--- src/rtl/uart_shk_pkg.sv ---
// Shared constants, state encodings and baud-rate helpers for the UART-to-shake bridge.
package uart_shk_pkg;

    localparam int NB_FRAME_BITS = 11;

    localparam int ERR_FRAME  = 0;
    localparam int ERR_OVRN   = 1;
    localparam int ERR_TOUT   = 2;
    localparam int ERR_FSTART = 3;

    typedef enum logic [1:0] {
        SHK_IDLE     = 2'd0,
        SHK_ADDR     = 2'd1,
        SHK_WAIT_RDY = 2'd2,
        SHK_SYNC     = 2'd3
    } shk_state_e;

    typedef enum logic [2:0] {
        RX_IDLE      = 3'd0,
        RX_START     = 3'd1,
        RX_DATA      = 3'd2,
        RX_STOP      = 3'd3,
        RX_WAIT_HIGH = 3'd4
    } rx_state_e;

    function automatic int calc_baud_numb(input int sys_fre, input int baud_rate);
        return sys_fre / baud_rate;
    endfunction

    function automatic int calc_baud_width(input int baud_numb);
        return $clog2(baud_numb + 1);
    endfunction

endpackage

--- src/rtl/uart_rx_byte.sv ---
// UART byte receiver: 2-flop synchronizer, mid-bit sampler (MSB first), one-cycle byte strobe,
// framing and false-start pulses, plus a start-detect pulse for the inter-byte timer.
module uart_rx_byte
    import uart_shk_pkg::*;
#(
    parameter int NB_BAUD_NUMB = 868,
    parameter int WD_BAUD_NUMB = 10
) (
    input  logic       clk,
    input  logic       reset,
    input  logic       rx,
    output logic       byte_vld,
    output logic [7:0] byte_data,
    output logic       start_det,
    output logic       frame_err,
    output logic       false_start
);

    localparam logic [WD_BAUD_NUMB-1:0] BAUD_FULL = WD_BAUD_NUMB'(NB_BAUD_NUMB);
    localparam logic [WD_BAUD_NUMB-1:0] BAUD_HALF = WD_BAUD_NUMB'(NB_BAUD_NUMB / 2);
    localparam logic [WD_BAUD_NUMB-1:0] BAUD_ONE  = WD_BAUD_NUMB'(1);
    localparam logic [WD_BAUD_NUMB-1:0] BAUD_ZERO = WD_BAUD_NUMB'(0);
    // Frame minus start bit and two stop bits gives the data bit count; index of the last one.
    localparam logic [2:0] LAST_BIT = 3'(NB_FRAME_BITS - 4);

    logic                    sync1_r;
    logic                    sync2_r;
    rx_state_e               state_r;
    rx_state_e               state_nxt;
    logic [WD_BAUD_NUMB-1:0] cnt_r;
    logic [WD_BAUD_NUMB-1:0] cnt_nxt;
    logic [2:0]              bit_r;
    logic [2:0]              bit_nxt;
    logic [7:0]              shift_r;
    logic [7:0]              shift_nxt;
    logic                    vld_r;
    logic                    vld_nxt;
    logic                    sdet_r;
    logic                    sdet_nxt;
    logic                    ferr_r;
    logic                    ferr_nxt;
    logic                    fstart_r;
    logic                    fstart_nxt;

    // Line synchronizer, idling high so reset never looks like a start bit.
    always_ff @(posedge clk) begin
        if (reset) begin
            sync1_r <= 1'b1;
            sync2_r <= 1'b1;
        end else begin
            sync1_r <= rx;
            sync2_r <= sync1_r;
        end
    end

    // Receiver state, bit timing and registered event pulses.
    always_ff @(posedge clk) begin
        if (reset) begin
            state_r  <= RX_IDLE;
            cnt_r    <= BAUD_ZERO;
            bit_r    <= 3'd0;
            shift_r  <= 8'h00;
            vld_r    <= 1'b0;
            sdet_r   <= 1'b0;
            ferr_r   <= 1'b0;
            fstart_r <= 1'b0;
        end else begin
            state_r  <= state_nxt;
            cnt_r    <= cnt_nxt;
            bit_r    <= bit_nxt;
            shift_r  <= shift_nxt;
            vld_r    <= vld_nxt;
            sdet_r   <= sdet_nxt;
            ferr_r   <= ferr_nxt;
            fstart_r <= fstart_nxt;
        end
    end

    // Next-state logic: cnt_r counts clocks since the last sample point.
    always_comb begin
        state_nxt  = state_r;
        cnt_nxt    = cnt_r;
        bit_nxt    = bit_r;
        shift_nxt  = shift_r;
        vld_nxt    = 1'b0;
        sdet_nxt   = 1'b0;
        ferr_nxt   = 1'b0;
        fstart_nxt = 1'b0;
        case (state_r)
            RX_IDLE: begin
                if (!sync2_r) begin
                    state_nxt = RX_START;
                    cnt_nxt   = BAUD_ONE;
                    sdet_nxt  = 1'b1;
                end else begin
                    cnt_nxt = BAUD_ZERO;
                end
            end
            RX_START: begin
                if (cnt_r == BAUD_HALF) begin
                    if (sync2_r) begin
                        state_nxt  = RX_IDLE;
                        fstart_nxt = 1'b1;
                    end else begin
                        state_nxt = RX_DATA;
                        cnt_nxt   = BAUD_ONE;
                        bit_nxt   = 3'd0;
                    end
                end else begin
                    cnt_nxt = cnt_r + BAUD_ONE;
                end
            end
            RX_DATA: begin
                if (cnt_r == BAUD_FULL) begin
                    shift_nxt = {shift_r[6:0], sync2_r};
                    cnt_nxt   = BAUD_ONE;
                    if (bit_r == LAST_BIT) begin
                        state_nxt = RX_STOP;
                        bit_nxt   = 3'd0;
                    end else begin
                        bit_nxt = bit_r + 3'd1;
                    end
                end else begin
                    cnt_nxt = cnt_r + BAUD_ONE;
                end
            end
            RX_STOP: begin
                if (cnt_r == BAUD_FULL) begin
                    cnt_nxt = BAUD_ZERO;
                    if (sync2_r) begin
                        state_nxt = RX_IDLE;
                        vld_nxt   = 1'b1;
                    end else begin
                        state_nxt = RX_WAIT_HIGH;
                        ferr_nxt  = 1'b1;
                    end
                end else begin
                    cnt_nxt = cnt_r + BAUD_ONE;
                end
            end
            RX_WAIT_HIGH: begin
                if (sync2_r) begin
                    state_nxt = RX_IDLE;
                end else begin
                    state_nxt = RX_WAIT_HIGH;
                end
            end
            default: begin
                state_nxt = RX_IDLE;
                cnt_nxt   = BAUD_ZERO;
            end
        endcase
    end

    assign byte_vld    = vld_r;
    assign byte_data   = shift_r;
    assign start_det   = sdet_r;
    assign frame_err   = ferr_r;
    assign false_start = fstart_r;

endmodule

--- src/rtl/uart_to_shk.sv ---
// UART-to-shake bridge: replays received (address, data) byte pairs as shake-bus writes.
// Optional inter-byte timeout is enabled with the UART_TO_SHK_TIMEOUT_EN macro.
module uart_to_shk
    import uart_shk_pkg::*;
#(
    parameter int NB_BAUD_RATE    = 115200,
    parameter int NB_SYS_FRE      = 100_000_000,
    parameter int WD_SHK_DATA     = 8,
    parameter int WD_SHK_ADDR     = 8,
    parameter int WD_ERR_INFO     = 4,
    parameter int NB_TIMEOUT_BITS = 32
) (
    input  logic                   i_sys_clk,
    input  logic                   i_sys_reset,
    input  logic                   s_port_uart_rx,
    output logic                   m_shk_wr_valid,
    output logic                   m_shk_wr_msync,
    output logic [WD_SHK_DATA-1:0] m_shk_wr_mdata,
    output logic [WD_SHK_ADDR-1:0] m_shk_wr_maddr,
    input  logic                   m_shk_wr_ready,
    input  logic                   i_err_clr,
    output logic [WD_ERR_INFO-1:0] m_err_uart_info1
);

    localparam int NB_BAUD_NUMB = calc_baud_numb(NB_SYS_FRE, NB_BAUD_RATE);
    localparam int WD_BAUD_NUMB = calc_baud_width(NB_BAUD_NUMB);

    if (WD_SHK_DATA != 8 || WD_SHK_ADDR != 8 || WD_ERR_INFO < 4 || NB_TIMEOUT_BITS < 1) begin : g_param_check
        $error("uart_to_shk: unsupported parameter set");
    end

    logic                   rx_vld_s;
    logic [7:0]             rx_byte_s;
    logic                   rx_start_det_s;
    logic                   rx_ferr_s;
    logic                   rx_fstart_s;
    shk_state_e             state_r;
    shk_state_e             state_nxt;
    logic                   valid_r;
    logic                   valid_nxt;
    logic                   msync_r;
    logic                   msync_nxt;
    logic [WD_SHK_ADDR-1:0] maddr_r;
    logic [WD_SHK_ADDR-1:0] maddr_nxt;
    logic [WD_SHK_DATA-1:0] mdata_r;
    logic [WD_SHK_DATA-1:0] mdata_nxt;
    logic                   ovrn_s;
    logic                   tout_s;
    logic                   tout_hit_s;
    logic [WD_ERR_INFO-1:0] err_evt_s;
    logic [WD_ERR_INFO-1:0] err_r;

    uart_rx_byte #(
        .NB_BAUD_NUMB (NB_BAUD_NUMB),
        .WD_BAUD_NUMB (WD_BAUD_NUMB)
    ) u_rx (
        .clk         (i_sys_clk),
        .reset       (i_sys_reset),
        .rx          (s_port_uart_rx),
        .byte_vld    (rx_vld_s),
        .byte_data   (rx_byte_s),
        .start_det   (rx_start_det_s),
        .frame_err   (rx_ferr_s),
        .false_start (rx_fstart_s)
    );

`ifdef UART_TO_SHK_TIMEOUT_EN
    localparam int TOUT_LIMIT = NB_TIMEOUT_BITS * NB_BAUD_NUMB;
    localparam int WD_TOUT    = $clog2(TOUT_LIMIT + 1);
    localparam logic [WD_TOUT-1:0] TOUT_LAST = WD_TOUT'(TOUT_LIMIT - 1);

    logic [WD_TOUT-1:0] tout_cnt_r;

    // Inter-byte timer: runs only while awaiting the data byte, re-armed by every new start bit.
    always_ff @(posedge i_sys_clk) begin
        if (i_sys_reset) begin
            tout_cnt_r <= {WD_TOUT{1'b0}};
        end else if (state_r != SHK_ADDR || rx_start_det_s) begin
            tout_cnt_r <= {WD_TOUT{1'b0}};
        end else begin
            tout_cnt_r <= tout_cnt_r + WD_TOUT'(1);
        end
    end

    assign tout_hit_s = (state_r == SHK_ADDR) && (tout_cnt_r == TOUT_LAST);
`else
    logic start_det_unused_s;
    assign start_det_unused_s = rx_start_det_s;
    assign tout_hit_s         = 1'b0;
`endif

    // Transaction state and registered bus outputs.
    always_ff @(posedge i_sys_clk) begin
        if (i_sys_reset) begin
            state_r <= SHK_IDLE;
            valid_r <= 1'b0;
            msync_r <= 1'b0;
            maddr_r <= {WD_SHK_ADDR{1'b0}};
            mdata_r <= {WD_SHK_DATA{1'b0}};
        end else begin
            state_r <= state_nxt;
            valid_r <= valid_nxt;
            msync_r <= msync_nxt;
            maddr_r <= maddr_nxt;
            mdata_r <= mdata_nxt;
        end
    end

    // Next-state logic; msync is computed one cycle ahead so it appears exactly in SYNC.
    always_comb begin
        state_nxt = state_r;
        valid_nxt = valid_r;
        msync_nxt = 1'b0;
        maddr_nxt = maddr_r;
        mdata_nxt = mdata_r;
        ovrn_s    = 1'b0;
        tout_s    = 1'b0;
        case (state_r)
            SHK_IDLE: begin
                if (rx_vld_s) begin
                    maddr_nxt = WD_SHK_ADDR'(rx_byte_s);
                    valid_nxt = 1'b1;
                    state_nxt = SHK_ADDR;
                end else begin
                    valid_nxt = 1'b0;
                end
            end
            SHK_ADDR: begin
                if (rx_vld_s) begin
                    mdata_nxt = WD_SHK_DATA'(rx_byte_s);
                    if (m_shk_wr_ready) begin
                        state_nxt = SHK_SYNC;
                        msync_nxt = 1'b1;
                    end else begin
                        state_nxt = SHK_WAIT_RDY;
                    end
                end else if (tout_hit_s) begin
                    state_nxt = SHK_IDLE;
                    valid_nxt = 1'b0;
                    tout_s    = 1'b1;
                end else begin
                    state_nxt = SHK_ADDR;
                end
            end
            SHK_WAIT_RDY: begin
                ovrn_s = rx_vld_s;
                if (m_shk_wr_ready) begin
                    state_nxt = SHK_SYNC;
                    msync_nxt = 1'b1;
                end else begin
                    state_nxt = SHK_WAIT_RDY;
                end
            end
            SHK_SYNC: begin
                ovrn_s    = rx_vld_s;
                state_nxt = SHK_IDLE;
                valid_nxt = 1'b0;
            end
            default: begin
                state_nxt = SHK_IDLE;
                valid_nxt = 1'b0;
            end
        endcase
    end

    // Gather this cycle's error events into their flag positions.
    always_comb begin
        err_evt_s             = {WD_ERR_INFO{1'b0}};
        err_evt_s[ERR_FRAME]  = rx_ferr_s;
        err_evt_s[ERR_OVRN]   = ovrn_s;
        err_evt_s[ERR_TOUT]   = tout_s;
        err_evt_s[ERR_FSTART] = rx_fstart_s;
    end

    // Sticky error flags; an event coinciding with a clear still leaves its bit set.
    always_ff @(posedge i_sys_clk) begin
        if (i_sys_reset) begin
            err_r <= {WD_ERR_INFO{1'b0}};
        end else if (i_err_clr) begin
            err_r <= err_evt_s;
        end else begin
            err_r <= err_r | err_evt_s;
        end
    end

    assign m_shk_wr_valid   = valid_r;
    assign m_shk_wr_msync   = msync_r;
    assign m_shk_wr_maddr   = maddr_r;
    assign m_shk_wr_mdata   = mdata_r;
    assign m_err_uart_info1 = err_r;

endmodule

--- config.mk ---
export PLATFORM = sky130hd
export DESIGN_NAME = uart_to_shk
export DESIGN_NICKNAME = d
export VERILOG_FILES = /design/src/rtl/uart_shk_pkg.sv /design/src/rtl/uart_rx_byte.sv /design/src/rtl/uart_to_shk.sv
export SDC_FILE = /design/constraint.sdc
export NUM_CORES = 1
export LEC_CHECK = 0
export ABC_CLOCK_PERIOD_IN_PS = 2200
export BUFFER_PORTS_ARGS = -buffer_cell sky130_fd_sc_hd__buf_2
export CAP_MARGIN = 25
export CORE_MARGIN = 4
export CORE_UTILIZATION = 60
export CTS_BUF_LIST = sky130_fd_sc_hd__clkbuf_8
export DETAILED_ROUTE_END_ITERATION = 8
export PLACE_DENSITY = 0.84
export REMOVE_ABC_BUFFERS = 1
export SYNTH_ARGS = -nofsm -noshare
export SYNTH_HDL_FRONTEND = slang
export SYNTH_HIERARCHICAL = 1
export SYNTH_SLANG_ARGS = --single-unit
--- constraint.sdc ---
create_clock -name i_sys_clk -period 2.2 [get_ports i_sys_clk]
set_input_delay 0.33 -clock i_sys_clk [delete_from_list [all_inputs] [get_ports i_sys_clk]]
set_output_delay 0.33 -clock i_sys_clk [all_outputs]
set_load 0.02 [all_outputs]
==> results_dict.tcl <==
set metrics [dict create \
    wl_per_cell_um 13.2 \
    syn-instance-count 276 \
    syn2layout_area_growth_pct 8.11 \
    n_antenna_cell 0 \
    grt_max_degree 46 \
    holdBufCountCts 0 \
    gr-total-overflow 0 \
    cp_top_family "simple AND/OR/NAND/NOR gates" \
    fin_nets 308 \
    clock-sinks 52 \
    ioPinCount 27 \
    htree_levels 2 \
    synth_area_um2 2420 \
    die_area_um2 5120 \
    cp_max_fo 10 \
    cts_setup_buffers 0 \
    cts_buffer_depth 2 \
    cts_buffers 5 \
    vias 1923 \
    final_area_um2 2620 \
    final.setup.tns_ns 0 \
    critPathBufInv 1 \
    grt_pass1_wl_um 7530 \
    hold_violations 0 \
    leakage_uw 0.000974 \
    clock.fmax_mhz 500 \
    route.met3.wl_um 256 \
    cts-root-buf "clkbuf_8" \
    cts.repair.resized 0 \
    grt_antenna_before_repair 0 \
    fp.dieW_um 71.5 \
    worst-setup-path-type "flop to flop" \
    hp-class "input pin to flop" \
    drtIter0Drc 158 \
    power.density_nw_per_um2 594 \
    hold_ws_ns 0.209 \
    crit_chain "inv_1 -> ha_1 -> nand4b_1 -> nor4b_4 -> o2bb2ai_2 -> nor3b_1 -> a211o_1" \
    peakVddDrop_uv 365 \
    syn_area_per_cell_um2 8.78 \
    port_buffers 25 \
    outcome "finished, final reports clean" \
    wl_um 4520 \
    stdcell_count 342 \
    post-route-min-period_ns 2.00 \
    slew_headroom 0.642 \
    routabilityCongestion 0.884 \
    coreArea_um2 3770 \
    track_usage 0.179 \
    wl_met2_um 2070 \
    drv_cap 0 \
    period_share 0.909 \
    finalClockSkew_ns 0.00317 \
    start_util 0.642 \
    dpl_cell_area_um2 2530 \
    cts_tree "done" \
    cp-end-kind "flop" \
    ys_warn_count 6 \
    clk_pin_slew_ns 0.09 \
    worstPathArrival_ns 2.19 \
    rsz0062_at_grt "false" \
    vias_per_cell 5.62 \
    worstMarginPinSlew_ns 0.538 \
    cp-start-kind "flop" \
    ff2ff_setup_slack_ns 0.20 \
    wl_met1_um 2130 \
    dpl.cell_count 334 \
    clk_latency_ns 0.30 \
    required_ns 2.39 \
    maxUsedRoutingLayer "met4" \
    dr.pass1.iters 4 \
    slew_viol_final 0 \
    worst_path_max_delay_cell "nor4b_4" \
    ant_nets 0 \
    die_h_um 71.5 \
    drive_gt1_frac 0.163 \
    dp_hpwl_um 3170 \
    rows 22 \
    drc 0 \
    setup_viol 0 \
    cpPeakStageDelay_ns 0.45 \
    grt_pass1_vias 1695 \
]
-- registers in the layout (all words and copies together), names as in the netlist, named ones only --
| register | count |
|---|---|
| m_shk_wr_maddr | 8 |
| u_rx/bit_r | 3 |
| m_shk_wr_valid | 1 |
| u_rx/frame_err | 1 |
| u_rx/state_r | 3 |
| m_shk_wr_mdata | 8 |
| m_err_uart_info1 | 3 |
| u_rx/false_start | 1 |
| m_shk_wr_msync | 1 |
| u_rx/byte_vld | 1 |
| state_r | 1 |
| u_rx/sync1_r | 1 |
| u_rx/byte_data | 8 |
| u_rx/sync2_r | 1 |
| u_rx/cnt_r | 10 |
-- area by class of cell --
cell class	instances	area [um2]
inverters	5	18.8
well taps	48	60.1
clock inverters	3	21.3
fillers	305	1150
clock buffers	5	68.8
flip-flops and latches	52	1040
multi-input cells	201	1260
repair buffers	28	148
-- layout by cell type, fill, tap and decap left out, types with 5 or more instances in the layout --
cell	count
buf_2	25
a21oi_1	27
dfxtp_1	52
ha_1	10
nand3_1	14
clkbuf_8	5
nand2b_1	6
a31oi_1	5
mux2i_1	10
inv_1	5
nor2_1	27
o21ai_0	5
nor3_1	5
nand2_1	40
nand3b_1	8
-- routing by layer --
metal	up-vias	global-route usage
li1	984	-
met1	881	0.238
met2	49	0.289
met3	9	0.0351
met4	0	0.0626
met5	-	0
-- metrics by stage --
stage	setup slack [ns]	power, uW	util
2_1_floorplan	0.396	1010	-
3_3_place_gp	0.269	1040	0.671
3_5_place_dp	0.213	1040	0.671
4_1_cts	0.198	1570	0.694
5_1_grt	0.0586	1620	0.694
6_report	0.199	1550	0.694
-- power by group --
part / internal (uW) / leakage [uW] / switching, uW
logic: 23.1 / 0.000510 / 42.1
clock network: 226 / 0.0000445 / 310
registers: 946 / 0.000419 / 7.12
-- worst register-to-register path, cell delays in order, from the launching register on --
cell,delay [ns]
dfxtp_1,0.38
inv_1,0.11
ha_1,0.17
nand4b_1,0.15
nor4b_4,0.45
o2bb2ai_2,0.20
nor3b_1,0.18
a211o_1,0.27
-- worst paths after layout --
| path | end | start | cells after the start |
|---|---|---|---|
| hold / removal | u_rx/sync1_r | s_port_uart_rx | 2 |
| hold reg to reg | u_rx/sync2_r | u_rx/sync1_r | 1 |
| setup / recovery | u_rx/cnt_r[8] | u_rx/cnt_r[0] | 7 |
| setup reg to reg | u_rx/cnt_r[8] | u_rx/cnt_r[0] | 7 |
Note: power is estimated with default switching activity, not from simulation.
